<file path="config.mk">
export PLATFORM = sky130hd
export DESIGN_NAME = sll_iter
export DESIGN_NICKNAME = d
export VERILOG_FILES = /design/src/rtl/sll_iter.sv
export SDC_FILE = /design/constraint.sdc
export NUM_CORES = 1
export LEC_CHECK = 0
export CORE_MARGIN = 3
export CORE_UTILIZATION = 25
export CTS_CLUSTER_DIAMETER = 200
export DETAILED_ROUTE_END_ITERATION = 10
export PLACE_DENSITY = 0.46
export SKIP_LAST_GASP = 1
export SYNTH_ARGS = -nofsm -noshare
export SYNTH_HDL_FRONTEND = slang
export SYNTH_SLANG_ARGS = --single-unit
export TNS_END_PERCENT = 50
</file>
<file path="constraint.sdc">
create_clock -name clock -period 4.2 [get_ports clock]
set_input_delay 0.84 -clock clock [delete_from_list [all_inputs] [get_ports clock]]
set_output_delay 0.84 -clock clock [all_outputs]
set_load 0.1 [all_outputs]
</file>
<file path="src/rtl/sll_iter.sv">
`default_nettype none
// ============================================================================
// Module      : sll_iter
// Description : Iterative 32-bit logical left shifter. A five-stage log shifter
//               (16/8/4/2/1) is applied one stage per clock, giving a fixed
//               latency independent of the shift amount.
// Revision    : 1.0 - initial release
// ============================================================================
module sll_iter (
    input  logic        clock,
    input  logic        reset,
    input  logic        start,
    input  logic [31:0] data_operandA,
    input  logic [4:0]  ctrl_shiftamt,
    output logic [31:0] result,
    output logic        busy,
    output logic        done
);

    typedef enum logic [1:0] {
        S_IDLE  = 2'd0,
        S_SHIFT = 2'd1,
        S_DONE  = 2'd2
    } state_t;

    localparam logic [2:0] c_LAST_STAGE = 3'd4;

    state_t      r_state;
    state_t      w_state_next;
    logic [2:0]  r_stage;
    logic [31:0] r_work;
    logic [4:0]  r_amt;
    logic [31:0] w_shifted;
    logic        w_accept;

    assign w_accept = start && ((r_state == S_IDLE) || (r_state == S_DONE));

    always_ff @(posedge clock) begin
        if (reset) begin
            r_state <= S_IDLE;
        end else begin
            r_state <= w_state_next;
        end
    end

    always_comb begin
        w_state_next = r_state;
        case (r_state)
            S_IDLE:  if (w_accept) w_state_next = S_SHIFT;
            S_SHIFT: if (r_stage == c_LAST_STAGE) w_state_next = S_DONE;
            S_DONE:  w_state_next = w_accept ? S_SHIFT : S_IDLE;
            default: w_state_next = S_IDLE;
        endcase
    end

    // Stage k shifts by 2^(4-k) when amount bit (4-k) is set.
    always_comb begin
        w_shifted = r_work;
        case (r_stage)
            3'd0:    if (r_amt[4]) w_shifted = r_work << 16;
            3'd1:    if (r_amt[3]) w_shifted = r_work << 8;
            3'd2:    if (r_amt[2]) w_shifted = r_work << 4;
            3'd3:    if (r_amt[1]) w_shifted = r_work << 2;
            3'd4:    if (r_amt[0]) w_shifted = r_work << 1;
            default: w_shifted = r_work;
        endcase
    end

    always_ff @(posedge clock) begin
        if (reset) begin
            r_stage <= 3'd0;
            r_work  <= 32'h0000_0000;
            r_amt   <= 5'd0;
        end else if (w_accept) begin
            r_stage <= 3'd0;
            r_work  <= data_operandA;
            r_amt   <= ctrl_shiftamt;
        end else if (r_state == S_SHIFT) begin
            r_stage <= r_stage + 3'd1;
            r_work  <= w_shifted;
        end
    end

    assign result = r_work;
    assign busy   = (r_state == S_SHIFT);
    assign done   = (r_state == S_DONE);

endmodule
`default_nettype wire

</file>
==> impl_summary.txt, run 1 <==
----------------------------------------------------
[Routing]
  Antenna Nets Post-Route ... 0
  Post-detailed-route wirelength per cell ... 20.1 um
  Via-to-Cell Ratio ... 5.81
  Total iterations of the first detailed-routing run ... 5
  Vias ... 3,142
  Detailed router's first-iteration violation count ... around 270
  Wire length reported by the detailed router ... 10.9 mm
  DRC errors left ... 0

[Critical path]
  Ordered list of cells on the worst path ... and2b_1 > clkdlybuf4s50_1
  Worst-path maximum fanout ... 9
  Required time at the endpoint of the critical path ... ~3400 ps
  Crit-path slowest cell ... sky130_fd_sc_hd__clkdlybuf4s50_1
  Setup crit end kind ... output port
  Buf/Inv on CP ... 1
  Type of the worst setup path ... reg2out
  Crit path largest cell delay ... ~1200 ps
  Cell family with the largest share of critical-path delay ... buffers and inverters
  Critical Path Source Type ... flip-flop
  Data arrival time of the critical path ... 2260 ps

[Timing]
  Portion of the clock cycle consumed by the worst path in the final layout ... around three quarters
  RSZ-0062 raised after global routing ... no
  Finish-stage setup viols ... 0
  Hold WS ... between 400 and 500 ps
  Slew of the pin with the lowest slew margin ... approximately 1100 ps
  Setup Total Neg Slack ... 0 ps
  Count of final max-slew check failures ... 0
  Final min period ... a little over 3000 ps
  Hold Vio Cnt, Final ... 0
  Worst setup skew after layout ... around 2.2 ps
  Max Clock Freq ... about 0.32 GHz
  Relative slew margins ... between 20 and 30%

[Synthesis]
  Ranking of synthesized cells by instance count ... 42 x sky130_fd_sc_hd__dfxtp_1, 34 x sky130_fd_sc_hd__nand3_1, 28 x sky130_fd_sc_hd__clkbuf_1, 23 x sky130_fd_sc_hd__nor2_1, 22 x sky130_fd_sc_hd__a22oi_1
  Ys flop type ... sky130_fd_sc_hd__dfxtp_1
  Library cell occupying the most area in the post-synthesis netlist ... sky130_fd_sc_hd__dfxtp_1
  Summed instance area of the synthesized netlist ... 2910 um2
  Async S/R FF share, synth ... 0%
  Proportion of synthesized chip area in sequential cells ... approximately 29%
  Most common cell in the synthesized netlist ... sky130_fd_sc_hd__dfxtp_1
  Mapped Avg Cell Area ... 8.29 um2
  Post-Synthesis Net Count ... about 400
  Number of flops mapped to enable cells by yosys ... 0
  Yosys top cell area share ... roughly 29%
  FF+latch count, synth ... 42
  Yosys cell types ... between 40 and 50
  Area contributors post-synth ... sky130_fd_sc_hd__dfxtp_1 29%, sky130_fd_sc_hd__nand3_1 5.8%, sky130_fd_sc_hd__a22oi_1 5.7%
  Synth warnings ... 0
  Number of cells produced by synthesis ... 351

[Worst hold path]
  Worst min path class ... reg2reg

[Floorplan]
  Initial cell density of the core ... about a quarter
  Number of rows created at floorplan ... 38
  Core Region ... roughly 11,000 um2
  DIE AREA ... 13,000 um2
  Chip Height ... 114 um
  Die width ... around 110 um
  Boundary pin count ... 74

[Pwr]
  Leakage power summed over all cells ... between 0.001 and 0.0015 uW
  VDD IR-drop max ... between 0.15 and 0.2 mV
  Power Dens Cells ... roughly 380 nW/um2
  Total chip power ... approximately 1500 uW

[Place]
  Detailed placer's ending HPWL ... 7.64 mm
  Placed instance area ... 3710 um2
  Placer congestion estimate ... 0.854
  Buffers on Ports ... 73
  Post-placement cell count ... 533

[Clock tree]
  Clk slew on worst S/H paths ... approximately 60 ps
  Number of post-CTS setup repair buffers ... 0
  Cts repair resizes ... 0
  Number of buffers on the longest clock path ... 2
  CTS Buf Count ... 5
  Clock tree from TritonCTS ... done
  Clock latency on the worst-skew pair ... between 200 and 300 ps
  Root buffer selected by CTS ... sky130_fd_sc_hd__clkbuf_16
  Count of H-tree levels built during CTS ... 2
  Hold-fix buffers at CTS ... 0
  Number of clock sinks seen by CTS ... 42

[GRT]
  Vias in the first global route ... 3,014
  Pin count of the biggest net entering global routing ... 54
  Wire length of the first global-routing pass ... approximately 17 mm
  Antenna violations before repair ... 0
  GRT Overall Usage ... between 10% and 20%
  Total congestion overflow ... 0

[Outcome]
  Run status ... completed

[Final layout]
  ANT cells ... 0
  Final Instance Area ... slightly below 4000 um2
  Non-filler instance count after layout ... between 500 and 600
  Filler Cell Count ... 1,192
  Share of layout cells above drive strength 1 ... a little over 10%
  Syn-to-layout area delta ... 33.1%
  Final net count ... ~450

[Flow run]
  Max Cap Viol ... 0

----------------------------------------------------
[report_power, final]
| part | leakage, uW | switching (uW) | internal (uW) |
|---|---|---|---|
| combinational | 0.000790 | 366 | 154 |
| sequential | 0.000346 | 67.6 | 432 |
| clock | 0.0000836 | 158 | 278 |
[per-layer routing]
| metal | GRT usage, % | wire (um) | part of all wire [%] | vias up |
|---|---|---|---|---|
| met2 | 28.0 | 5410 | 50 | 125 |
| met3 | 2.81 | 705 | 6.5 | 17 |
| met4 | 3.72 | 142 | 1.3 | 0 |
| li1 | - | - | - | 1499 |
| met1 | 21.6 | 4630 | 43 | 1501 |
| met5 | 0 | 0 | 0 | - |
[placed cells by master (no fill, tap or decap), drive strengths merged, types with 2 or more instances in the layout]
master,instances
a211oi,4
a31oi,9
inv,3
clkdlybuf4s50,73
buf,10
nand2,15
nand2b,6
a22oi,22
nor3,6
a21o,2
dfxtp,42
a22o,2
clkinv,3
ha,5
a21oi,8
o21ai,20
nor2,24
o2111ai,17
and3,5
o221a,8
a311o,4
nand3,34
a32oi,16
o31ai,2
or2,2
a222oi,4
nor4,5
mux2i,14
nor2b,4
o211ai,17
clkbuf,5
[logic make-up after synthesis]
| logic type | after synthesis | synth area share [%] |
|---|---|---|
| XOR/XNOR | 1 | 0.301 |
| AO/OA/AOI/OAI | 137 | 38.6 |
| flip-flops | 42 | 28.9 |
| multiplexers | 14 | 4.81 |
| AND/OR/NAND/NOR | 107 | 18.3 |
| adder cells (fa/ha/maj) | 5 | 2.15 |
| buffers and inverters | 45 | 6.92 |
[cell type report]
cell class                 count  area (um2)  area share [%]
clock buffer                   5         125            3.23
timing repair buffer          83         806            20.8
tap                          140         175            4.52
sequential                    42         841            21.7
inverter                       4        15.0           0.388
multi-input combinational    264        1870            48.3
clock inverter                 3        40.0            1.03
[worst reg2reg max path, cell delays in order, from the launching register on]
cell and delay (ps):
sky130_fd_sc_hd__dfxtp_1 400, sky130_fd_sc_hd__inv_1 90, sky130_fd_sc_hd__ha_1 380, sky130_fd_sc_hd__buf_4 300, sky130_fd_sc_hd__or2_2 310, sky130_fd_sc_hd__o2111ai_4 190
sky130_fd_sc_hd__buf_4 320, sky130_fd_sc_hd__or3_1 680, sky130_fd_sc_hd__o211ai_1 190
[worst paths after layout]
path | start | to | slack (ps) | cells after the start
setup / recovery | r_state[0]$_SDFFE_PP0P_ | busy | 1100 | 2
hold / removal | r_amt[1]$_SDFFE_PP0P_ | r_amt[1]$_SDFFE_PP0P_ | 460 | 2
setup reg to reg | r_stage[0]$_SDFFE_PP0P_ | result[20]$_SDFFE_PP0P_ | 1200 | 8
hold reg to reg | r_amt[1]$_SDFFE_PP0P_ | r_amt[1]$_SDFFE_PP0P_ | 460 | 2
[flip-flops by register name, indices dropped and copies added, names as in the netlist]
register,cells
r_state,2
r_stage,3
r_amt,5
result,32
[metrics by stage]
stage / worst slack (ps) / util, %
global placement: 1250 / 33.3
finish: 1100 / 34.8
floorplan: 1710 / -
CTS: 1080 / 34.8
detailed placement: 1140 / 33.3
global route: 934 / 34.8
Note: power is estimated with default switching activity, not from simulation.
==> run 2, diff against run 1 <==
--- a/config.mk
+++ b/config.mk
@@ -9,7 +9,7 @@
 export CORE_UTILIZATION = 25
 export CTS_CLUSTER_DIAMETER = 200
 export DETAILED_ROUTE_END_ITERATION = 10
-export PLACE_DENSITY = 0.46
+export PLACE_DENSITY = 0.48
 export SKIP_LAST_GASP = 1
 export SYNTH_ARGS = -nofsm -noshare
 export SYNTH_HDL_FRONTEND = slang
==> constraint.sdc (replaced) <==
create_clock -name clock -period 2.6 [get_ports clock]
set_input_delay 0.52 -clock clock [delete_from_list [all_inputs] [get_ports clock]]
set_output_delay 0.52 -clock clock [all_outputs]
set_load 0.1 [all_outputs]
==> run 2 against run 1 <==
Via count up 1.1%. Die area unchanged. Global-route usage up 0.37 points. Register-to-register slack worse by 1000 ps. Total power up 58%. Core utilization down 0.30 points. Non-clock buffer count up 9. Final area down 0.87%. Sequential share of layout area up 0.19 points. Critical path type is now reg2reg. Highest routed layer unchanged.
==> impl_summary.txt, run 2 (synthesis gave the netlist of run 1 again) <==
----------------------------------------------------
[GRT]
  Wire length of the first global-routing pass ... roughly 18 mm
  Antenna violations before repair ... 0
  GRT Overall Usage ... roughly 17%
  Vias in the first global route ... ~3.2k
  Pin count of the biggest net entering global routing ... 35
  Total congestion overflow ... 0

[Place]
  Detailed placer's ending HPWL ... just under 8 mm
  Buffers on Ports ... 73
  Placer congestion estimate ... about 0.83

[Clock tree]
  Hold-fix buffers at CTS ... 0
  Number of buffers on the longest clock path ... 2
  Clock tree from TritonCTS ... done
  Count of H-tree levels built during CTS ... 2
  CTS Buf Count ... 5
  Clk slew on worst S/H paths ... 60 ps
  Clock latency on the worst-skew pair ... between 200 and 300 ps
  Number of post-CTS setup repair buffers ... 0
  Cts repair resizes ... 0
  Root buffer selected by CTS ... sky130_fd_sc_hd__clkbuf_16
  Number of clock sinks seen by CTS ... 42

[Critical path]
  Worst-path maximum fanout ... 31
  Ordered list of cells on the worst path ... ha_1 > ha_1 > buf_4 > nand2b_1 > o2111ai_4 > or3_2 > o211ai_1
  Cell family with the largest share of critical-path delay ... simple AND/OR/NAND/NOR gates
  Crit-path slowest cell ... sky130_fd_sc_hd__or3_2
  Type of the worst setup path ... reg2reg
  Required time at the endpoint of the critical path ... approximately 2800 ps
  Data arrival time of the critical path ... approximately 2600 ps
  Critical Path Source Type ... flip-flop
  Setup crit end kind ... flip-flop
  Most used cell along the critical path ... sky130_fd_sc_hd__ha_1
  Buf/Inv on CP ... 1
  Crit path largest cell delay ... approximately 710 ps

[Timing]
  RSZ-0062 raised after global routing ... no
  Setup Total Neg Slack ... 0 ps
  Hold Vio Cnt, Final ... 0
  Relative slew margins ... a little under a third
  Finish-stage setup viols ... 0
  Max Clock Freq ... a little over 0.4 GHz
  Slew of the pin with the lowest slew margin ... just over 1000 ps
  Count of final max-slew check failures ... 0
  Worst setup skew after layout ... 4.22 ps
  Portion of the clock cycle consumed by the worst path in the final layout ... just over 90%
  Final min period ... between 2000 and 2500 ps

[Final layout]
  Most frequent cells in the layout ... 53 x sky130_fd_sc_hd__buf_4, 42 x sky130_fd_sc_hd__dfxtp_1, 39 x sky130_fd_sc_hd__clkdlybuf4s50_1, 34 x sky130_fd_sc_hd__nand3_1, 23 x sky130_fd_sc_hd__nor2_1
  Final core utilization ... between 30% and 40%
  Share of layout cells above drive strength 1 ... between 20% and 30%
  ANT cells ... 0
  Most common cell after layout, fill and taps aside ... sky130_fd_sc_hd__buf_4
  Syn-to-layout area delta ... 31.9%
  Final net count ... about 450
  Flip-flop count of the largest register after layout ... 32

[Pwr]
  Share of power burned in registers ... 35.0%
  Switching Fraction ... approximately 42%
  Power share of the combinational group ... 36.6%
  Leakage power summed over all cells ... about 0.0013 uW
  Power Dens Cells ... between 600 and 700 nW/um2
  Total chip power ... roughly 2300 uW
  Cell Int Power ... 1330 uW
  Switching power summed over all nets ... roughly 980 uW
  VDD IR-drop max ... around 0.3 mV
  Part of the total power dissipated in the clock network ... 28.4%

[Routing]
  Post-detailed-route wirelength per cell ... 20.0 um
  Via-to-Cell Ratio ... 5.78
  Vias ... roughly 3.2k
  Total iterations of the first detailed-routing run ... 5
  Detailed router's first-iteration violation count ... around 260
  DRC errors left ... 0
  Antenna Nets Post-Route ... 0
  Wire length reported by the detailed router ... between 10 and 15 mm

[Flow run]
  Max Cap Viol ... 0

[Floorplan]
  Number of rows created at floorplan ... 38
  Die width ... ~110 um
  Chip Height ... 114 um
  Initial cell density of the core ... about a quarter
  DIE AREA ... 13,000 um2
  Core Region ... roughly 11,000 um2
  Boundary pin count ... 74

[Worst hold path]
  Worst min path class ... reg2reg

[Outcome]
  Run status ... completed

----------------------------------------------------
## run 2: stage by stage
step	setup slack, ps	hold WS [ps]	instance area, um2	instances
global route	34.3	488	3840	550
finish	191	454	3840	550
floorplan	293	431	2910	351
detailed placement	144	448	3690	542
CTS	120	457	3840	550
global placement	238	445	3690	542
## run 2: final cells by class
| class | instances | area (um2) |
|---|---|---|
| Clock buffer | 7 | 143 |
| Sequential cell | 42 | 841 |
| Tap cell | 140 | 175 |
| Clock inverter | 1 | 5.00 |
| Multi-Input combinational cell | 264 | 1870 |
| Timing Repair Buffer | 92 | 788 |
| Inverter | 4 | 15.0 |
| Fill cell | 1169 | 7290 |
## run 2: per-layer routing
| metal | up-vias | share of wire, % | track usage [%] |
|---|---|---|---|
| met1 | 1545 | 47 | 23.1 |
| met5 | - | 0 | 0 |
| met4 | 0 | 1.6 | 5.07 |
| met2 | 110 | 44 | 25.8 |
| li1 | 1507 | - | - |
| met3 | 15 | 7.0 | 4.30 |
## run 2: worst register-to-register path: cells and delay by family, from the launching register on
kind / cells / cell delay, ps
and+or+nand+nor: 2 / 860
buffers and inverters: 1 / 230
DFF: 1 / 350
AOI/OAI and AO/OA: 2 / 440
adders and majority gates: 2 / 450
## run 2: worst paths after layout
path | slack (ps) | end | from | cells after the start
worst min register to register | 450 | r_amt[2]$_SDFFE_PP0P_ | r_amt[2]$_SDFFE_PP0P_ | 2
worst max-delay path | 190 | result[19]$_SDFFE_PP0P_ | r_stage[0]$_SDFFE_PP0P_ | 7
worst min-delay path | 450 | r_amt[2]$_SDFFE_PP0P_ | r_amt[2]$_SDFFE_PP0P_ | 2
worst max register to register | 190 | result[19]$_SDFFE_PP0P_ | r_stage[0]$_SDFFE_PP0P_ | 7
## run 2: power by group through the flow
stage | logic, uW | clock network (uW) | registers (uW)
3_5_place_dp | 846 | 0 | 820
2_1_floorplan | 302 | 0 | 1090
5_1_grt | 892 | 692 | 815
6_report | 845 | 654 | 808
3_3_place_gp | 840 | 0 | 821
4_1_cts | 849 | 665 | 806
